$ cat config.mk
export PLATFORM = sky130hd
export DESIGN_NAME = stg_if_flat
export DESIGN_NICKNAME = d
export VERILOG_FILES = /design/src/rtl/stg_if_if.sv /design/src/rtl/stg_if.sv /design/src/flat_wrapper.sv
export SDC_FILE = /design/constraint.sdc
export NUM_CORES = 1
export LEC_CHECK = 0
export BUFFER_PORTS_ARGS = -buffer_cell sky130_fd_sc_hd__buf_4
export CAP_MARGIN = 30
export CORE_MARGIN = 2
export CORE_UTILIZATION = 40
export CTS_CLUSTER_SIZE = 20
export DETAILED_ROUTE_END_ITERATION = 8
export GPL_TIMING_DRIVEN = 0
export PLACE_DENSITY = 0.67
export SYNTH_ARGS = -nofsm -noshare
export SYNTH_HDL_FRONTEND = slang
export SYNTH_SLANG_ARGS = --single-unit
$ cat constraint.sdc
create_clock -name iw_clk -period 8.6 [get_ports iw_clk]
set_input_delay 2.15 -clock iw_clk [delete_from_list [all_inputs] [get_ports iw_clk]]
set_output_delay 2.15 -clock iw_clk [all_outputs]
set_load 0.02 [all_outputs]
$ cat src/rtl/stg_if_if.sv
// Instruction-memory read port between the fetch stage and a synchronous memory.
// The fetch stage drives the request; read data comes back one cycle later.
`ifndef SIZE_ADDR
`define SIZE_ADDR 16
`endif
`ifndef SIZE_DATA
`define SIZE_DATA 32
`endif

interface stg_if_if;
  logic                  en;
  logic [`SIZE_ADDR-1:0] addr;
  logic [`SIZE_DATA-1:0] data;

  modport master (output en, output addr, input data);
  modport slave  (input en, input addr, output data);
endinterface

$ cat src/rtl/stg_if.sv
// Instruction-fetch stage: issues one read per cycle, buffers one word in a skid
// register under stall, and emits bubbles where no valid instruction exists.
`ifndef SIZE_ADDR
`define SIZE_ADDR 16
`endif
`ifndef SIZE_DATA
`define SIZE_DATA 32
`endif

module stg_if #(
  parameter logic [`SIZE_ADDR-1:0] RESET_PC  = '0,
  parameter logic [`SIZE_DATA-1:0] NOP_INSTR = '0
) (
  input  logic                  iw_clk,
  input  logic                  iw_rst,
  stg_if_if.master              imem,
  input  logic                  iw_branch_taken,
  input  logic [`SIZE_ADDR-1:0] iw_branch_pc,
  input  logic                  iw_stall,
  output logic [`SIZE_ADDR-1:0] ow_pc,
  output logic [`SIZE_DATA-1:0] ow_instr
);

  logic [`SIZE_ADDR-1:0] fetch_pc_q, fetch_pc_d;
  logic                  pend_v_q, pend_v_d;
  logic [`SIZE_ADDR-1:0] pend_pc_q, pend_pc_d;
  logic                  skid_v_q, skid_v_d;
  logic [`SIZE_ADDR-1:0] skid_pc_q, skid_pc_d;
  logic [`SIZE_DATA-1:0] skid_instr_q, skid_instr_d;
  logic [`SIZE_ADDR-1:0] pc_q, pc_d;
  logic [`SIZE_DATA-1:0] instr_q, instr_d;

  always_comb begin
    imem.en   = 1'b1;
    imem.addr = fetch_pc_q;
    if (iw_branch_taken) begin
      imem.addr = iw_branch_pc;
    end else if (iw_stall) begin
      imem.en = 1'b0;
    end
  end

  always_comb begin
    fetch_pc_d   = fetch_pc_q;
    pend_v_d     = pend_v_q;
    pend_pc_d    = pend_pc_q;
    skid_v_d     = skid_v_q;
    skid_pc_d    = skid_pc_q;
    skid_instr_d = skid_instr_q;
    pc_d         = pc_q;
    instr_d      = instr_q;

    if (iw_branch_taken) begin
      // Redirect wins over stall; in-flight and skid data belong to the old path.
      pend_v_d   = 1'b1;
      pend_pc_d  = iw_branch_pc;
      fetch_pc_d = iw_branch_pc + 1'b1;
      skid_v_d   = 1'b0;
      pc_d       = '0;
      instr_d    = NOP_INSTR;
    end else if (iw_stall) begin
      if (pend_v_q) begin
        skid_v_d     = 1'b1;
        skid_pc_d    = pend_pc_q;
        skid_instr_d = imem.data;
        pend_v_d     = 1'b0;
      end
    end else begin
      if (skid_v_q) begin
        pc_d    = skid_pc_q;
        instr_d = skid_instr_q;
      end else if (pend_v_q) begin
        pc_d    = pend_pc_q;
        instr_d = imem.data;
      end else begin
        pc_d    = '0;
        instr_d = NOP_INSTR;
      end
      skid_v_d   = 1'b0;
      pend_v_d   = 1'b1;
      pend_pc_d  = fetch_pc_q;
      fetch_pc_d = fetch_pc_q + 1'b1;
    end
  end

  always_ff @(posedge iw_clk or posedge iw_rst) begin
    if (iw_rst) begin
      fetch_pc_q   <= RESET_PC;
      pend_v_q     <= 1'b0;
      pend_pc_q    <= '0;
      skid_v_q     <= 1'b0;
      skid_pc_q    <= '0;
      skid_instr_q <= '0;
      pc_q         <= '0;
      instr_q      <= NOP_INSTR;
    end else begin
      fetch_pc_q   <= fetch_pc_d;
      pend_v_q     <= pend_v_d;
      pend_pc_q    <= pend_pc_d;
      skid_v_q     <= skid_v_d;
      skid_pc_q    <= skid_pc_d;
      skid_instr_q <= skid_instr_d;
      pc_q         <= pc_d;
      instr_q      <= instr_d;
    end
  end

  assign ow_pc    = pc_q;
  assign ow_instr = instr_q;

endmodule

$ cat src/flat_wrapper.sv
// flat-port wrapper written by rule: the top's interface ports become plain ports
module stg_if_flat 
#(
  parameter logic [`SIZE_ADDR-1:0] RESET_PC  = '0,
  parameter logic [`SIZE_DATA-1:0] NOP_INSTR = '0
)
  (iw_clk, iw_rst, iw_branch_taken, iw_branch_pc, iw_stall, ow_pc, ow_instr, imem_en, imem_addr, imem_data);
  stg_if_if imem_i ();
  input  logic iw_clk;
  input  logic iw_rst;
  input  logic iw_branch_taken;
  input  logic [`SIZE_ADDR-1:0] iw_branch_pc;
  input  logic iw_stall;
  output logic [`SIZE_ADDR-1:0] ow_pc;
  output logic [`SIZE_DATA-1:0] ow_instr;
  output wire logic [$bits(imem_i.en)-1:0] imem_en;
  output wire logic [$bits(imem_i.addr)-1:0] imem_addr;
  input wire logic [$bits(imem_i.data)-1:0] imem_data;
  assign imem_en = imem_i.en;
  assign imem_addr = imem_i.addr;
  assign imem_i.data = imem_data;
  stg_if #(.RESET_PC(RESET_PC), .NOP_INSTR(NOP_INSTR)) u_core (.iw_clk(iw_clk), .iw_rst(iw_rst), .imem(imem_i), .iw_branch_taken(iw_branch_taken), .iw_branch_pc(iw_branch_pc), .iw_stall(iw_stall), .ow_pc(ow_pc), .ow_instr(ow_instr));
endmodule
==> results.py <==
metrics = {
    "status": {
        "status": "finished, final reports clean",
    },
    "setup_path": {
        "r2r_end": "u_core.fetch_pc_q[15]$_DFFE_PP0P_",
        "endpoint_kind": "output port",
        "arrival_ns": 3.67,
        "r2r_slack_ns": 6.55,
        "cp_cell_sequence": "buf_4 > buf_6 > buf_2 > buf_2 > mux2i_1 > inv_1 > buf_4",
        "critPathRequiredTime_ns": 6.45,
        "worst-path-max-fanout": 10,
        "crit_type": "in -> out",
        "cpPeakStageDelay_ns": 0.44,
        "cpMaxStageDelayCell": "mux2i_1",
        "start_kind": "primary input",
        "rr_startpoint": "u_core.fetch_pc_q[2]$_DFFE_PP0P_",
        "r2r_cells": 5,
    },
    "layout": {
        "utilization": 0.521,
        "areaGrowthSynthToFinish_pct": 28.6,
        "design_area_um2": 7860,
        "drive_above_1_share": 0.275,
        "diodes": 0,
        "final_cells": 959,
        "num-fill-cells": 1354,
        "final_nets": 812,
    },
    "floorplanning": {
        "io-pin-count": 117,
        "die_w_um": 128,
        "num_rows": 45,
        "coreArea_um2": 15100,
        "die_y_um": 128,
        "start_util": 0.405,
        "die_area_um2": 16300,
    },
    "yosys": {
        "synth_commonest_cells": "dfrtp_1 (130), a21oi_1 (119), nor2_1 (86)",
        "ys.flop_type": "dfrtp_1",
        "synth_warnings": 0,
        "synth-edff-count": 0,
        "ys_seq_area_frac": 0.532,
        "synth_async_sr_flop_share": 1.00,
        "syn_avg_cell_area_um2": 9.79,
        "syn-num-nets": 677,
        "synth_top_cell_by_area": "dfrtp_1",
        "yosys_register_bits": 130,
        "netlist.area_leader.share": 0.532,
        "ys_types": 30,
        "synth_area_um2": 6110,
        "synthTopCellsByArea": "dfrtp_1 (53%), a21oi_1 (9.7%), mux2_2 (9.2%), nand3b_1 (6.1%), nor2_1 (5.3%)",
        "yosysMostFrequentCell": "dfrtp_1",
        "synthCells": 624,
    },
    "global_route": {
        "grt_util_met1": 0.272,
        "grt_usage": 0.200,
        "grt_overflow": 0,
        "use_met3": 0.0473,
        "grt_pass1_vias": 5116,
        "grt_most_used_layer": "met2",
        "gr-usage-met2": 0.314,
        "antenna_found_initial": 0,
        "grt_pass1_wl_um": 25700,
        "grt_max_degree": 78,
    },
    "timing": {
        "rsz0062_at_grt": "false",
        "hold_viol": 0,
        "min_period_ns": 5.82,
        "fin_crit_sh": 0.676,
        "clock.fmax_mhz": 172,
        "slew_viol_final": 0,
        "tns_ns": 0,
        "tightestPinTransition_ns": 0.909,
        "setup_viol": 0,
        "relSlewSlack": 0.394,
        "clock_skew_ns": 0.0113,
    },
    "clock_network": {
        "root_buffer": "clkbuf_16",
        "cts_setup_buffers": 0,
        "cts_buffers": 17,
        "clock_path_buffers": 2,
        "post_cts_resized": 0,
        "worstSkewPairLatency_ns": 0.42,
        "numClockSinks": 130,
        "cts.reportedPaths.clkPinSlew_ns": 0.05,
        "cts_tree": "built",
        "hold_buffers": 0,
        "h-tree-depth": 4,
    },
    "pwr": {
        "p_leak_uw": 0.00356,
        "ir_drop_mv": 0.160,
        "total_power_uw": 1840,
        "powerDensity_nw_per_um2": 234,
    },
    "placement": {
        "io_buffers": 115,
        "dpl.hpwl_um": 11200,
        "dpl-instance-area_um2": 7240,
        "dp_cells": 928,
        "gp_congestion": 0.890,
    },
    "flow_run": {
        "cap_violations": 0,
    },
    "min_path": {
        "holdPathEnd": "u_core.skid_instr_q[27]$_DFFE_PP0P_",
        "hp-class": "reg -> reg",
        "holdPathStages": 1,
        "min_from": "u_core.skid_instr_q[27]$_DFFE_PP0P_",
    },
    "routing": {
        "vias": 5144,
        "drt_wl_total_um": 16000,
        "via_per_inst": 5.36,
        "detail_route.wl_per_cell_um": 16.7,
        "ant_nets": 0,
        "drc": 0,
        "first_iter_violations": 400,
        "drtPass1Iterations": 5,
    },
}
layout by cell type (no fill, tap or decap), types with 2 or more instances in the layout:
master      count
dfrtp_1       130
a21oi_1       119
buf_4         115
nor2_1         86
nand2_1        62
mux2_2         50
nand3b_1       50
clkbuf_1       23
clkbuf_16      17
mux2i_1        14
inv_1          14
buf_1          13
xnor2_1        13
buf_2          10
nand3_1         8
nand4_1         6
a22oi_1         5
clkinv_2        5
o21ai_0         4
bufinv_16       4
a211oi_1        2
nand4b_1        2
xor2_1          2
clkbuf_8        2
clkinvlp_4      2
power by group:
group | total, µW | switching [µW] | internal, µW
clock | 752 | 256 | 495
sequential | 759 | 58.4 | 701
combinational | 326 | 177 | 149
worst max-delay path, delay by kind of cell:
| kind | cells | cell delay [ns] |
|---|---|---|
| buffers and inverters | 6 | 1.07 |
| muxes | 1 | 0.44 |
cell type report:
type | instances | area, µm² | share of cell area
flip-flops and latches | 130 | 3250 | 0.414
plain buffers | 46 | 193 | 0.0245
well taps | 188 | 235 | 0.0299
inverters | 16 | 65.1 | 0.00828
multi-input cells | 432 | 2610 | 0.331
repair buffers | 116 | 891 | 0.113
clock buffers | 20 | 457 | 0.0581
clock inverters | 11 | 160 | 0.0204
worst max-delay path by stage:
stage / cells after the start / from / to
6_report: 7 / iw_branch_taken / imem_addr[8]
5_1_grt: 6 / iw_stall / imem_en
4_1_cts: 7 / iw_branch_taken / imem_addr[8]
3_5_place_dp: 7 / iw_branch_taken / imem_addr[8]
3_3_place_gp: 2 / iw_rst / u_core.fetch_pc_q[15]$_DFFE_PP0P_
2_1_floorplan: 1 / iw_rst / u_core.fetch_pc_q[0]$_DFFE_PP0P_
state kept, by name, summed over array words and instances, names as in the netlist:
signal,flops
u_core.fetch_pc_q,16
u_core.ow_instr,32
u_core.ow_pc,16
u_core.pend_pc_q,16
u_core.pend_v_q,1
u_core.skid_instr_q,32
u_core.skid_pc_q,16
u_core.skid_v_q,1
logic make-up after synthesis:
family | after synthesis | share of synthesized area
flops | 130 | 0.532
simple gates | 218 | 0.173
fa+ha+maj | 1 | 0.00205
mux | 64 | 0.115
buf+inv | 62 | 0.0414
compound gates | 134 | 0.115
xor+xnor | 15 | 0.0215
through the flow:
stage	hold WS [ns]	worst slack, ns
2_1_floorplan	0.457	2.98
3_3_place_gp	0.487	1.63
3_5_place_dp	0.493	2.84
4_1_cts	0.505	2.82
5_1_grt	0.515	2.71
6_report	0.502	2.78
routing by layer:
layer  up-vias  part of all wire
met4         0             0.019
met2       205              0.46
li1       2408                 -
met3        26             0.066
met1      2505              0.45
met5         -                 0
Note: power is estimated with default switching activity, not from simulation.
